[src/rtl/crossfade_mixer.sv]
// crossfade_mixer: input gain stage, N-pipeline return mixer with per-pipeline
// gains and programmable crossfade, then output gain. One signed multiplier is
// time-shared between all products and scheduled by a small FSM.
// Build option: define CROSSFADE_MIXER_SOFT_CLIP_EN to apply a soft knee to the
// output-gain product before its final hard saturation.
module crossfade_mixer #(
  parameter int data_width = 16,
  parameter int gain_shift = 4,
  parameter int pipe_bits  = 2
) (
  input  logic                                  clk,
  input  logic                                  reset,
  input  logic signed [data_width-1:0]          in_sample,
  input  logic                                  in_sample_valid,
  output logic signed [data_width-1:0]          in_sample_out,
  output logic                                  in_sample_ready,
  input  logic [(1<<pipe_bits)*data_width-1:0]  out_samples_in,
  input  logic                                  out_samples_valid,
  output logic signed [data_width-1:0]          out_sample,
  output logic                                  out_sample_ready,
  input  logic [data_width-1:0]                 data_in,
  input  logic                                  set_input_gain,
  input  logic                                  set_output_gain,
  input  logic                                  set_ramp_step,
  input  logic                                  switch_req,
  input  logic [pipe_bits-1:0]                  switch_target,
  output logic                                  switching,
  output logic [pipe_bits-1:0]                  current_pipeline
);
  localparam int n_pipes    = 1 << pipe_bits;
  localparam int frac_bits  = data_width - 1 - gain_shift;
  localparam int prod_width = 2 * data_width;
  localparam int acc_width  = data_width + pipe_bits + 1;
  localparam logic [data_width-1:0] one_lsb = {{(data_width-1){1'b0}}, 1'b1};
  localparam logic [data_width-1:0] unity   = one_lsb << frac_bits;
  localparam logic signed [prod_width-1:0] sat_max =
    prod_width'((longint'(1) << (data_width - 1)) - longint'(1));
  localparam logic signed [prod_width-1:0] sat_min = ~sat_max;

  typedef enum logic [2:0] {
    IDLE, IN_WAIT, IN_DONE, MAC, GAIN_LD, GAIN_WAIT, OUT_DONE, GAP
  } state_t;

  // Clamp a wide signed value into the sample range.
  function automatic logic signed [data_width-1:0] sat_dw(input logic signed [prod_width-1:0] x);
    if (x > sat_max) return sat_max[data_width-1:0];
    else if (x < sat_min) return sat_min[data_width-1:0];
    else return x[data_width-1:0];
  endfunction

  // Clamp the mix accumulator into the sample range.
  function automatic logic signed [data_width-1:0] sat_acc(input logic signed [acc_width-1:0] a);
    return sat_dw(prod_width'(a));
  endfunction

`ifdef CROSSFADE_MIXER_SOFT_CLIP_EN
  localparam logic signed [prod_width-1:0] knee = prod_width'(longint'(1) << (data_width - 2));

  // Compress magnitudes above the knee by 4:1, keeping the sign.
  function automatic logic signed [prod_width-1:0] soft_knee(input logic signed [prod_width-1:0] x);
    logic signed [prod_width-1:0] mag;
    logic signed [prod_width-1:0] bent;
    mag = x[prod_width-1] ? -x : x;
    if (mag > knee) begin
      bent = knee + ((mag - knee) >>> 2'd2);
      return x[prod_width-1] ? -bent : bent;
    end else begin
      return x;
    end
  endfunction
`endif

  state_t                         state;
  logic signed [data_width-1:0]   op_a;
  logic signed [data_width-1:0]   op_b;
  logic signed [data_width-1:0]   prod_hold;
  logic signed [acc_width-1:0]    acc;
  logic [pipe_bits-1:0]           mac_idx;
  logic signed [data_width-1:0]   input_gain;
  logic signed [data_width-1:0]   output_gain;
  logic [data_width-1:0]          ramp_step;
  logic [data_width-1:0]          pipe_gain [n_pipes];
  logic [data_width-1:0]          gain_next [n_pipes];
  logic                           pending;
  logic [pipe_bits-1:0]           pending_target;
  logic [pipe_bits-1:0]           fade_target;
  logic                           fade_done;
  logic                           take_input;
  logic                           start_fade;

  // Shared multiplier: full-width product, Q-format realignment, saturation.
  logic signed [prod_width-1:0]   mul_prod;
  logic signed [prod_width-1:0]   mul_shift;
  logic signed [data_width-1:0]   mul_sat;
  logic signed [data_width-1:0]   mul_final;

  assign mul_prod  = prod_width'(op_a) * prod_width'(op_b);
  assign mul_shift = mul_prod >>> frac_bits;
  assign mul_sat   = sat_dw(mul_shift);
`ifdef CROSSFADE_MIXER_SOFT_CLIP_EN
  assign mul_final = sat_dw(soft_knee(mul_shift));
`else
  assign mul_final = mul_sat;
`endif

  assign take_input = (state == IDLE) && in_sample_valid;
  assign start_fade = (state == IDLE) && !switching && pending;

  // Next ramp gains (target up, others down, clamped) and the completion test on current gains.
  always_comb begin
    fade_done = 1'b1;
    for (int i = 0; i < n_pipes; i++) begin
      if (i == int'(fade_target)) begin
        if (({1'b0, pipe_gain[i]} + {1'b0, ramp_step}) >= {1'b0, unity}) gain_next[i] = unity;
        else gain_next[i] = pipe_gain[i] + ramp_step;
        fade_done = fade_done & (pipe_gain[i] == unity);
      end else begin
        if (pipe_gain[i] <= ramp_step) gain_next[i] = '0;
        else gain_next[i] = pipe_gain[i] - ramp_step;
        fade_done = fade_done & (pipe_gain[i] == '0);
      end
    end
  end

  // Sequencer: schedules the shared multiplier for the input path and the mix/output path.
  always_ff @(posedge clk) begin
    if (reset) begin
      state            <= IDLE;
      op_a             <= '0;
      op_b             <= '0;
      prod_hold        <= '0;
      acc              <= '0;
      mac_idx          <= '0;
      in_sample_out    <= '0;
      in_sample_ready  <= 1'b0;
      out_sample       <= '0;
      out_sample_ready <= 1'b0;
    end else begin
      in_sample_ready  <= 1'b0;
      out_sample_ready <= 1'b0;
      case (state)
        IDLE: begin
          if (in_sample_valid) begin
            op_a  <= in_sample;
            op_b  <= input_gain;
            state <= IN_WAIT;
          end else if (out_samples_valid) begin
            op_a    <= out_samples_in[data_width-1:0];
            op_b    <= pipe_gain[0];
            mac_idx <= pipe_bits'(1);
            acc     <= '0;
            state   <= MAC;
          end else begin
            state <= IDLE;
          end
        end
        IN_WAIT: begin
          prod_hold <= mul_sat;
          state     <= IN_DONE;
        end
        IN_DONE: begin
          in_sample_out   <= prod_hold;
          in_sample_ready <= 1'b1;
          state           <= GAP;
        end
        MAC: begin
          // Accumulate the product of the previous operands while loading the next pipe.
          acc     <= acc + acc_width'(mul_sat);
          op_a    <= out_samples_in[int'(mac_idx)*data_width +: data_width];
          op_b    <= pipe_gain[mac_idx];
          mac_idx <= mac_idx + pipe_bits'(1);
          if (mac_idx == '0) state <= GAIN_LD;
          else state <= MAC;
        end
        GAIN_LD: begin
          op_a  <= sat_acc(acc);
          op_b  <= output_gain;
          state <= GAIN_WAIT;
        end
        GAIN_WAIT: begin
          prod_hold <= mul_final;
          state     <= OUT_DONE;
        end
        OUT_DONE: begin
          out_sample       <= prod_hold;
          out_sample_ready <= 1'b1;
          state            <= GAP;
        end
        GAP:     state <= IDLE;
        default: state <= IDLE;
      endcase
    end
  end

  // Gain registers, one-deep switch request holding register and crossfade ramp.
  always_ff @(posedge clk) begin
    if (reset) begin
      input_gain       <= unity;
      output_gain      <= unity;
      ramp_step        <= unity >> 3'd7;
      for (int i = 0; i < n_pipes; i++) pipe_gain[i] <= (i == 0) ? unity : '0;
      switching        <= 1'b0;
      current_pipeline <= '0;
      pending          <= 1'b0;
      pending_target   <= '0;
      fade_target      <= '0;
    end else begin
      if (set_input_gain)  input_gain  <= data_in;
      if (set_output_gain) output_gain <= data_in;
      if (set_ramp_step)   ramp_step   <= (data_in == '0) ? one_lsb : data_in;

      // A request for the already-selected pipe is dropped only when no fade is running.
      if (switch_req && (switching || (switch_target != current_pipeline))) begin
        pending        <= 1'b1;
        pending_target <= switch_target;
      end else if (start_fade) begin
        pending <= 1'b0;
      end

      if (start_fade) begin
        switching   <= 1'b1;
        fade_target <= pending_target;
      end else if (take_input && switching) begin
        if (fade_done) begin
          switching        <= 1'b0;
          current_pipeline <= fade_target;
        end else begin
          for (int i = 0; i < n_pipes; i++) pipe_gain[i] <= gain_next[i];
        end
      end
    end
  end

endmodule

[config.mk]
export PLATFORM = sky130hd
export DESIGN_NAME = crossfade_mixer
export DESIGN_NICKNAME = d
export VERILOG_FILES = /design/src/rtl/crossfade_mixer.sv
export SDC_FILE = /design/constraint.sdc
export NUM_CORES = 1
export LEC_CHECK = 0
export BUFFER_PORTS_ARGS = -buffer_cell sky130_fd_sc_hd__buf_2
export CAP_MARGIN = 20
export CORE_AREA = 2 2 197 199
export DETAILED_ROUTE_END_ITERATION = 10
export DIE_AREA = 0 0 199 201
export GPL_ROUTABILITY_DRIVEN = 0
export PLACE_DENSITY_LB_ADDON = 0.08
export SYNTH_ARGS = -nofsm -noshare
export SYNTH_HDL_FRONTEND = slang
export SYNTH_SLANG_ARGS = --single-unit
[constraint.sdc]
create_clock -name clk -period 20.4 [get_ports clk]
set_input_delay 4.08 -clock clk [delete_from_list [all_inputs] [get_ports clk]]
set_output_delay 4.08 -clock clk [all_outputs]
set_load 0.02 [all_outputs]
==> reports/results.tsv, run 1 <==
stage	metric	value	unit
floorplan	die width	199	µm
finish	register area	5200	µm²
global_route	initial antenna violation count	1	
synth	area fraction in compound gates after synthesis	0.157	
synth	post-synthesis xor/xnor area fraction	0.0203	
route	drt first pass iters	6	
synth	Cell Area, Synth	25900	µm²
synth	post-synthesis mux area share	0.0606	
synth	ys async rst share	0	
timing	normalized max-slew margin	0.257	
finish	layout cells sized above 1	0.0946	
finish	design area	27900	µm²
setup_path	CP Launch Type	flop	
synth	Post-Synth Simple-Gate Area	0.163	
timing	RSZ-0062 raised after global routing	false	
route	Routed WL per cell	21.4	µm
place	# port buffers	142	
synth	combinational family with the most area after synthesis	adder cells	
global_route	GR Util All Layers	0.380	
synth	synthesized flop and latch total	228	
timing	Tmin final	10.67	ns
place	Placement Cell Area	26900	µm²
global_route	first-pass GRT wire length	120000	µm
synth	main flop type after synthesis	dfxtp_1	
synth	Post-synth EDFFs	64	
floorplan	row count	72	
synth	Cell variety after synth	78	
floorplan	CORE AREA	38100	µm²
timing	Setup violations, final	0	
setup_path	Critical Path Slowest Stage Cell	dfxtp_1	
clocking	hold buffers post-CTS	0	
route	via count	22462	
power_and_ir_drop	Leakage	12.8	nW
setup_path	max incr delay on CP	0.92	ns
place	Detail Placement HPWL	58100	µm
setup_path	Reg2Reg Launch Point	op_b[7]	
clocking	CTS resizes	0	
clocking	Post CTS Setup Buffer Count	0	
synth	Synth Area in Adders	0.319	
power_and_ir_drop	Power Density	152	nW/µm²
clocking	Clk Latency, worst-skew pair	0.57	ns
timing	setup tns final	0	ns
clocking	CTS root buffer	clkbuf_16	
route	via/cell ratio	6.40	
finish	NumNets Final	3576	
synth	Synth Warn #	0	
synth	Syn Area/Cell	8.86	µm²
synth	part of the Yosys area used for sequential elements	0.201	
floorplan	# IOs	143	
hold_path	Hold Startpoint	out_sample[5]	
clocking	Num CTS Buffers	26	
clocking	clock tree buffer depth	3	
finish	# diodes	0	
setup_path	setup slack, reg-to-reg	9.73	ns
timing	Slew Viols, Final	0	
finish	multi-input logic area	18700	µm²
route	WL final	75100	µm
timing	Final Hold Vio Count	0	
clocking	TritonCTS clock tree	built	
setup_path	crit end category	flop	
route	initial drt markers	1935	
global_route	grt total ovfl	0	
power_and_ir_drop	Max VDD drop	0.182	mV
route	ANT nets after route	0	
clocking	Worst-path clk slew	0.06	ns
setup_path	Most Frequent Cell on Critical Path	fa_1	
timing	f_max	93.7	MHz
route	DRC	0	
job	maxcap violations	0	
setup_path	critical path data required time	20.85	ns
synth	post-synthesis cell count	2921	
setup_path	CP Data Arrival Time	11.12	ns
setup_path	Critical Path Fanout Max	17	
timing	Final period util	0.523	
floorplan	die area	40000	µm²
global_route	largest net degree at the start of global routing	76	
hold_path	Tightest Hold Check Type	flop to flop	
finish	area grow syn2layout	7.66	%
timing	Slew @ Worst Pin	1.11	ns
run_status	status	complete, no violations	
timing	clk_skew	0.0145	ns
finish	Fill cells	2866	
global_route	vias in the first global route	22527	
setup_path	Setup CP Type	flop to flop	
clocking	CTS H-tree lvls	1	
floorplan	Starting Density	0.679	
synth	net count after synthesis	3524	
clocking	clk sink count	228	
floorplan	Die Ht	201	µm
setup_path	Worst setup startpoint	op_b[7]	
==> Yosys cell counts (46+ instances only) <==
cell type  number  area [µm²]
fa_1          270        5410
inv_1         398        1490
nor2_1        271        1020
nor3_1         46         230
ha_1          227        2840
o21ai_0        94         470
and2_1        132         826
mux2i_1        83         831
a221oi_1       46         403
dfxtp_1       164        3280
a21oi_1       167         836
edfxtp_1       64        1920
clkbuf_1      130         488
nand2_1       252         946
==> critical path: cells and delay by family, from the launching register on <==
kind / cells / cell delay [ns]
buffers and inverters: 6 / 0.34
xor gates and xnor gates: 1 / 0.18
AOI/OAI and AO/OA: 13 / 4.03
adders and majority gates: 9 / 3.76
and+or+nand+nor: 6 / 1.31
DFF: 1 / 0.92
==> per-stage QoR <==
step                instances  worst slack, ns  hold slack [ns]  power [mW]   util
floorplan                2921            11.37            0.441        2.85      -
global placement         3459            10.59            0.444        3.51  0.705
detailed placement       3459            10.13            0.447        3.60  0.705
CTS                      3505            10.07            0.455        4.15  0.729
global route             3509             9.38            0.477        4.57  0.731
finish                   3509             9.73            0.458        4.23  0.731
==> cell usage in the layout, fill, tap and decap left out, drive strengths merged, types with 46 or more instances in the layout <==
master / synthesis / final
a21oi: 168 / 168
a221oi: 46 / 46
and2: 132 / 132
buf: 10 / 164
dfxtp: 164 / 164
edfxtp: 64 / 64
fa: 270 / 270
ha: 227 / 227
inv: 398 / 403
mux2i: 83 / 83
nand2: 252 / 252
nor2: 272 / 272
nor3: 46 / 46
o21ai: 96 / 96
==> state kept, by name, indices dropped and copies added, names as in the netlist, 16 cells and up, named ones only <==
| name | count |
|---|---|
| acc | 19 |
| in_sample_out | 16 |
| input_gain | 16 |
| op_a | 16 |
| op_b | 16 |
| out_sample | 16 |
| output_gain | 16 |
| pipe_gain | 64 |
| prod_hold | 16 |
| ramp_step | 16 |
==> worst paths after layout <==
kind | endpoint | depth (start not counted)
max | acc[18] | 35
min | out_sample[5] | 2
max reg2reg | acc[18] | 35
min reg2reg | out_sample[5] | 2
==> layer usage <==
layer | share of wire | global-route usage | vias to the layer above
li1 | - | - | 10032
met5 | 0 | 0 | -
met1 | 0.38 | 0.497 | 11062
met4 | 0.038 | 0.132 | 0
met2 | 0.47 | 0.622 | 1138
met3 | 0.11 | 0.0872 | 230
==> cells by family (layout without fill, tap and decap cells) <==
family | count (synthesis) | count (layout)
buf+inv | 538 | 608
xor+xnor | 60 | 60
fa+ha+maj | 497 | 497
compound gates | 590 | 590
simple gates | 892 | 892
mux | 116 | 116
flops | 228 | 228
==> power breakdown <==
part	internal, mW	total (mW)	switching, mW	leakage (nW)
clock	0.300	0.513	0.214	0.458
combinational	1.18	3.04	1.86	10.3
sequential	0.535	0.673	0.138	2.00
total	2.02	4.23	2.21	12.8
==> cell type report <==
class                   count  share of cell area
repair buffers            164              0.0324
flip-flops and latches    228               0.187
inverters                 398              0.0536
multi-input cells        2155               0.670
clock buffers              34              0.0282
clock inverters            12             0.00517
well taps                 518              0.0233
(Power assumes the default switching activity.)
==> inputs of run 2 (changes only) <==
- ABC_AREA: not set -> 1
- CORE_AREA: 2 2 197 199 -> 2 2 225 227
- DIE_AREA: 0 0 199 201 -> 0 0 227 229
- clock period: 20.4 -> 8.95 ns (I/O delays scaled with it)
==> run 2 against run 1 <==
Effect of this change:
- first-iteration DRC count grew 40%
- combinational power up 130%
- utilization is 11 points lower
- final area is 10% higher
- sequential power up 110%
- die area rose by 30%
- total power grew 130%
- worst setup slack worse by 9.1 ns
- via count is 20% higher
- largest cell class unchanged
- highest routed layer is now met5
==> reports/results.tsv, run 2 <==
stage	metric	value	unit	change
floorplan	Die Ht	229	µm	was 201 µm
synth	post-synth top area share	0.189		was 0.209
synth	Synth area leaders	fa_1 (19%), dfxtp_1 (11%), inv_1 (10%)		was fa_1 (21%), dfxtp_1 (13%), ha_1 (11%)
finish	Cell Count, Final, Fillers Out	4771		was 3509
route	via/cell ratio	5.67		was 6.40
finish	final core occ	0.619		was 0.731
route	drt first pass iters	6		unchanged
setup_path	crit end category	flop		unchanged
synth	Synth Warn #	0		unchanged
clocking	Clk Latency, worst-skew pair	0.60	ns	was 0.57 ns
global_route	largest net degree at the start of global routing	88		was 76
setup_path	Worst setup startpoint	op_a[6]		was op_b[7]
clocking	CTS resizes	0		unchanged
finish	biggest regs	pipe_gain: 64 flops, acc: 19 flops		unchanged
finish	Largest register FFs	64		unchanged
setup_path	Reg2Reg Launch Point	op_a[6]		was op_b[7]
job	maxcap violations	0		unchanged
setup_path	CP Data Arrival Time	8.82	ns	was 11.12 ns
power_and_ir_drop	Max VDD drop	0.563	mV	was 0.182 mV
route	DRC	0		unchanged
setup_path	CP endpoint	acc[15]		was acc[18]
global_route	met3 Resource Use GR	0.0532		was 0.0872
setup_path	Most Frequent Cell on Critical Path	nand2_1		was fa_1
finish	most common cell after layout, fill and taps aside	inv_1		unchanged
synth	post-synthesis cell count	4034		was 2921
setup_path	Critical Path Fanout Max	30		was 17
floorplan	die area	52000	µm²	was 40000 µm²
synth	Post-synth EDFFs	64		unchanged
place	Detail Placement HPWL	71400	µm	was 58100 µm
timing	Setup violations, final	0		unchanged
clocking	CTS root buffer	clkbuf_16		unchanged
synth	Cell Area, Synth	28600	µm²	was 25900 µm²
clocking	clock tree buffer depth	3		unchanged
route	ANT nets after route	0		unchanged
timing	setup tns final	0	ns	unchanged
clocking	Num CTS Buffers	29		was 26
setup_path	reg2reg end	acc[15]		was acc[18]
global_route	first-pass GRT wire length	144000	µm	was 120000 µm
clocking	clk sink count	228		unchanged
finish	Fill cells	4771		was 2866
global_route	GRT met1 Usage	0.493		was 0.497
floorplan	CORE AREA	49700	µm²	was 38100 µm²
floorplan	Starting Density	0.575		was 0.679
synth	Commonest cells post-synth	inv_1 (790), nand2_1 (748), a21oi_1 (385), nor2_1 (299), fa_1 (270)		was inv_1 (398), nor2_1 (271), fa_1 (270), nand2_1 (252), ha_1 (227)
timing	Final Hold Vio Count	0		unchanged
finish	NumNets Final	4678		was 3576
synth	Cell variety after synth	58		was 78
power_and_ir_drop	Power Density	315	nW/µm²	was 152 nW/µm²
setup_path	critical path data required time	9.48	ns	was 20.85 ns
timing	clk_skew	0.0299	ns	was 0.0145 ns
clocking	Post CTS Setup Buffer Count	0		unchanged
synth	ys async rst share	0		unchanged
place	# port buffers	142		unchanged
global_route	initial antenna violation count	2		was 1
floorplan	# IOs	143		unchanged
setup_path	setup slack, reg-to-reg	0.65	ns	was 9.73 ns
timing	Slew @ Worst Pin	1.17	ns	was 1.11 ns
global_route	GRT busiest layer	met2		unchanged
synth	main flop type after synthesis	dfxtp_1		unchanged
timing	Tmin final	8.30	ns	was 10.67 ns
global_route	global-route track usage on met2	0.548		was 0.622
finish	most frequent cells in the layout	inv_1 (789), nand2_1 (747), a21oi_1 (385)		was inv_1 (398), nor2_1 (270), fa_1 (270)
finish	Largest Register	pipe_gain		unchanged
setup_path	R2R depth	36		was 35
finish	area grow syn2layout	7.73	%	was 7.66%
synth	synthesized flop and latch total	228		unchanged
route	WL final	91200	µm	was 75100 µm
place	Inst Count DP	4714		was 3459
setup_path	CP Launch Type	flop		unchanged
run_status	status	complete, no violations		unchanged
hold_path	Tightest Hold Check Type	flop to flop		unchanged
synth	part of the Yosys area used for sequential elements	0.182		was 0.201
setup_path	Setup CP Type	flop to flop		unchanged
floorplan	die width	227	µm	was 199 µm
timing	f_max	121	MHz	was 93.7 MHz
route	via count	27064		was 22462
clocking	TritonCTS clock tree	built		unchanged
timing	normalized max-slew margin	0.215		was 0.257
timing	Slew Viols, Final	0		unchanged
synth	cell with the most instances after synthesis	inv_1		unchanged
route	Routed WL per cell	19.1	µm	was 21.4 µm
floorplan	row count	82		was 72
setup_path	max incr delay on CP	0.89	ns	was 0.92 ns
timing	Final period util	0.927		was 0.523
synth	net count after synthesis	4637		was 3524
synth	cell taking the most area after synthesis	fa_1		unchanged
global_route	grt total ovfl	0		unchanged
global_route	vias in the first global route	25960		was 22527
synth	Syn Area/Cell	7.08	µm²	was 8.86 µm²
clocking	Worst-path clk slew	0.06	ns	about the same
setup_path	Critical Path Slowest Stage Cell	dfxtp_1		unchanged
clocking	hold buffers post-CTS	0		unchanged
timing	RSZ-0062 raised after global routing	false		unchanged
global_route	GR Util All Layers	0.353		was 0.380
clocking	CTS H-tree lvls	1		unchanged
finish	layout cells sized above 1	0.0825		was 0.0946
power_and_ir_drop	Leakage	16.1	nW	was 12.8 nW
route	initial drt markers	2718		was 1935
run 2: per-layer routing:
layer  part of all wire  vias to the layer above  wire (µm)
met3              0.088                      263       8030
met2               0.44                     1216      40200
met1               0.42                    12690      38600
met4              0.048                        2       4360
met5            0.00014                        -         13
li1                   -                    12893          -
run 2: power by group:
part / switching (mW) / leakage [nW] / internal [mW]
logic: 4.72 / 13.6 / 2.28
registers: 0.238 / 2.01 / 1.19
clock network: 0.523 / 0.504 / 0.746
run 2: how the worst min path moves through the flow:
| stage | endpoint | slack (ns) | depth (start not counted) | from |
|---|---|---|---|---|
| 6_report | input_gain[11] | 0.46 | 2 | input_gain[11] |
| 3_3_place_gp | output_gain[11] | 0.44 | 2 | output_gain[11] |
| 4_1_cts | output_gain[11] | 0.46 | 2 | output_gain[11] |
| 3_5_place_dp | output_gain[11] | 0.45 | 2 | output_gain[11] |
| 5_1_grt | output_gain[11] | 0.47 | 2 | output_gain[11] |
| 2_1_floorplan | output_gain[11] | 0.43 | 2 | output_gain[11] |
run 2: logic make-up after synthesis:
kind of cell,Yosys count,share of synthesized area
simple gates,1415,0.211
compound gates,824,0.160
fa+ha+maj,497,0.289
flops,228,0.182
buf+inv,981,0.131
xor+xnor,89,0.0273
run 2: cell type report:
cell class	count	area (µm²)	area share
clock inverters	13	149	0.00484
inverters	805	3020	0.0982
diodes	2	5.00	0.000163
multi-input cells	2825	19600	0.638
flip-flops and latches	228	5200	0.169
clock buffers	40	872	0.0284
repair buffers	186	1050	0.0340
well taps	672	841	0.0273
run 2: critical path: cells and delay by family, from the launching register on:
| family | cells | cell delay (ns) |
|---|---|---|
| buf+inv | 7 | 0.39 |
| flops | 1 | 0.89 |
| compound gates | 7 | 1.49 |
| fa+ha+maj | 8 | 3.81 |
| simple gates | 14 | 1.61 |
run 2: metrics by stage:
stage / worst slack [ns] / hold slack, ns / instance area [µm²] / total power, mW
after floorplan: 1.29 / 0.430 / 28600 / 6.42
after global placement: 0.679 / 0.443 / 29700 / 8.19
after detailed placement: 0.658 / 0.450 / 29700 / 8.19
after CTS: 0.594 / 0.459 / 30700 / 9.58
after global routing: 0.136 / 0.475 / 30800 / 10.6
final: 0.653 / 0.459 / 30800 / 9.69
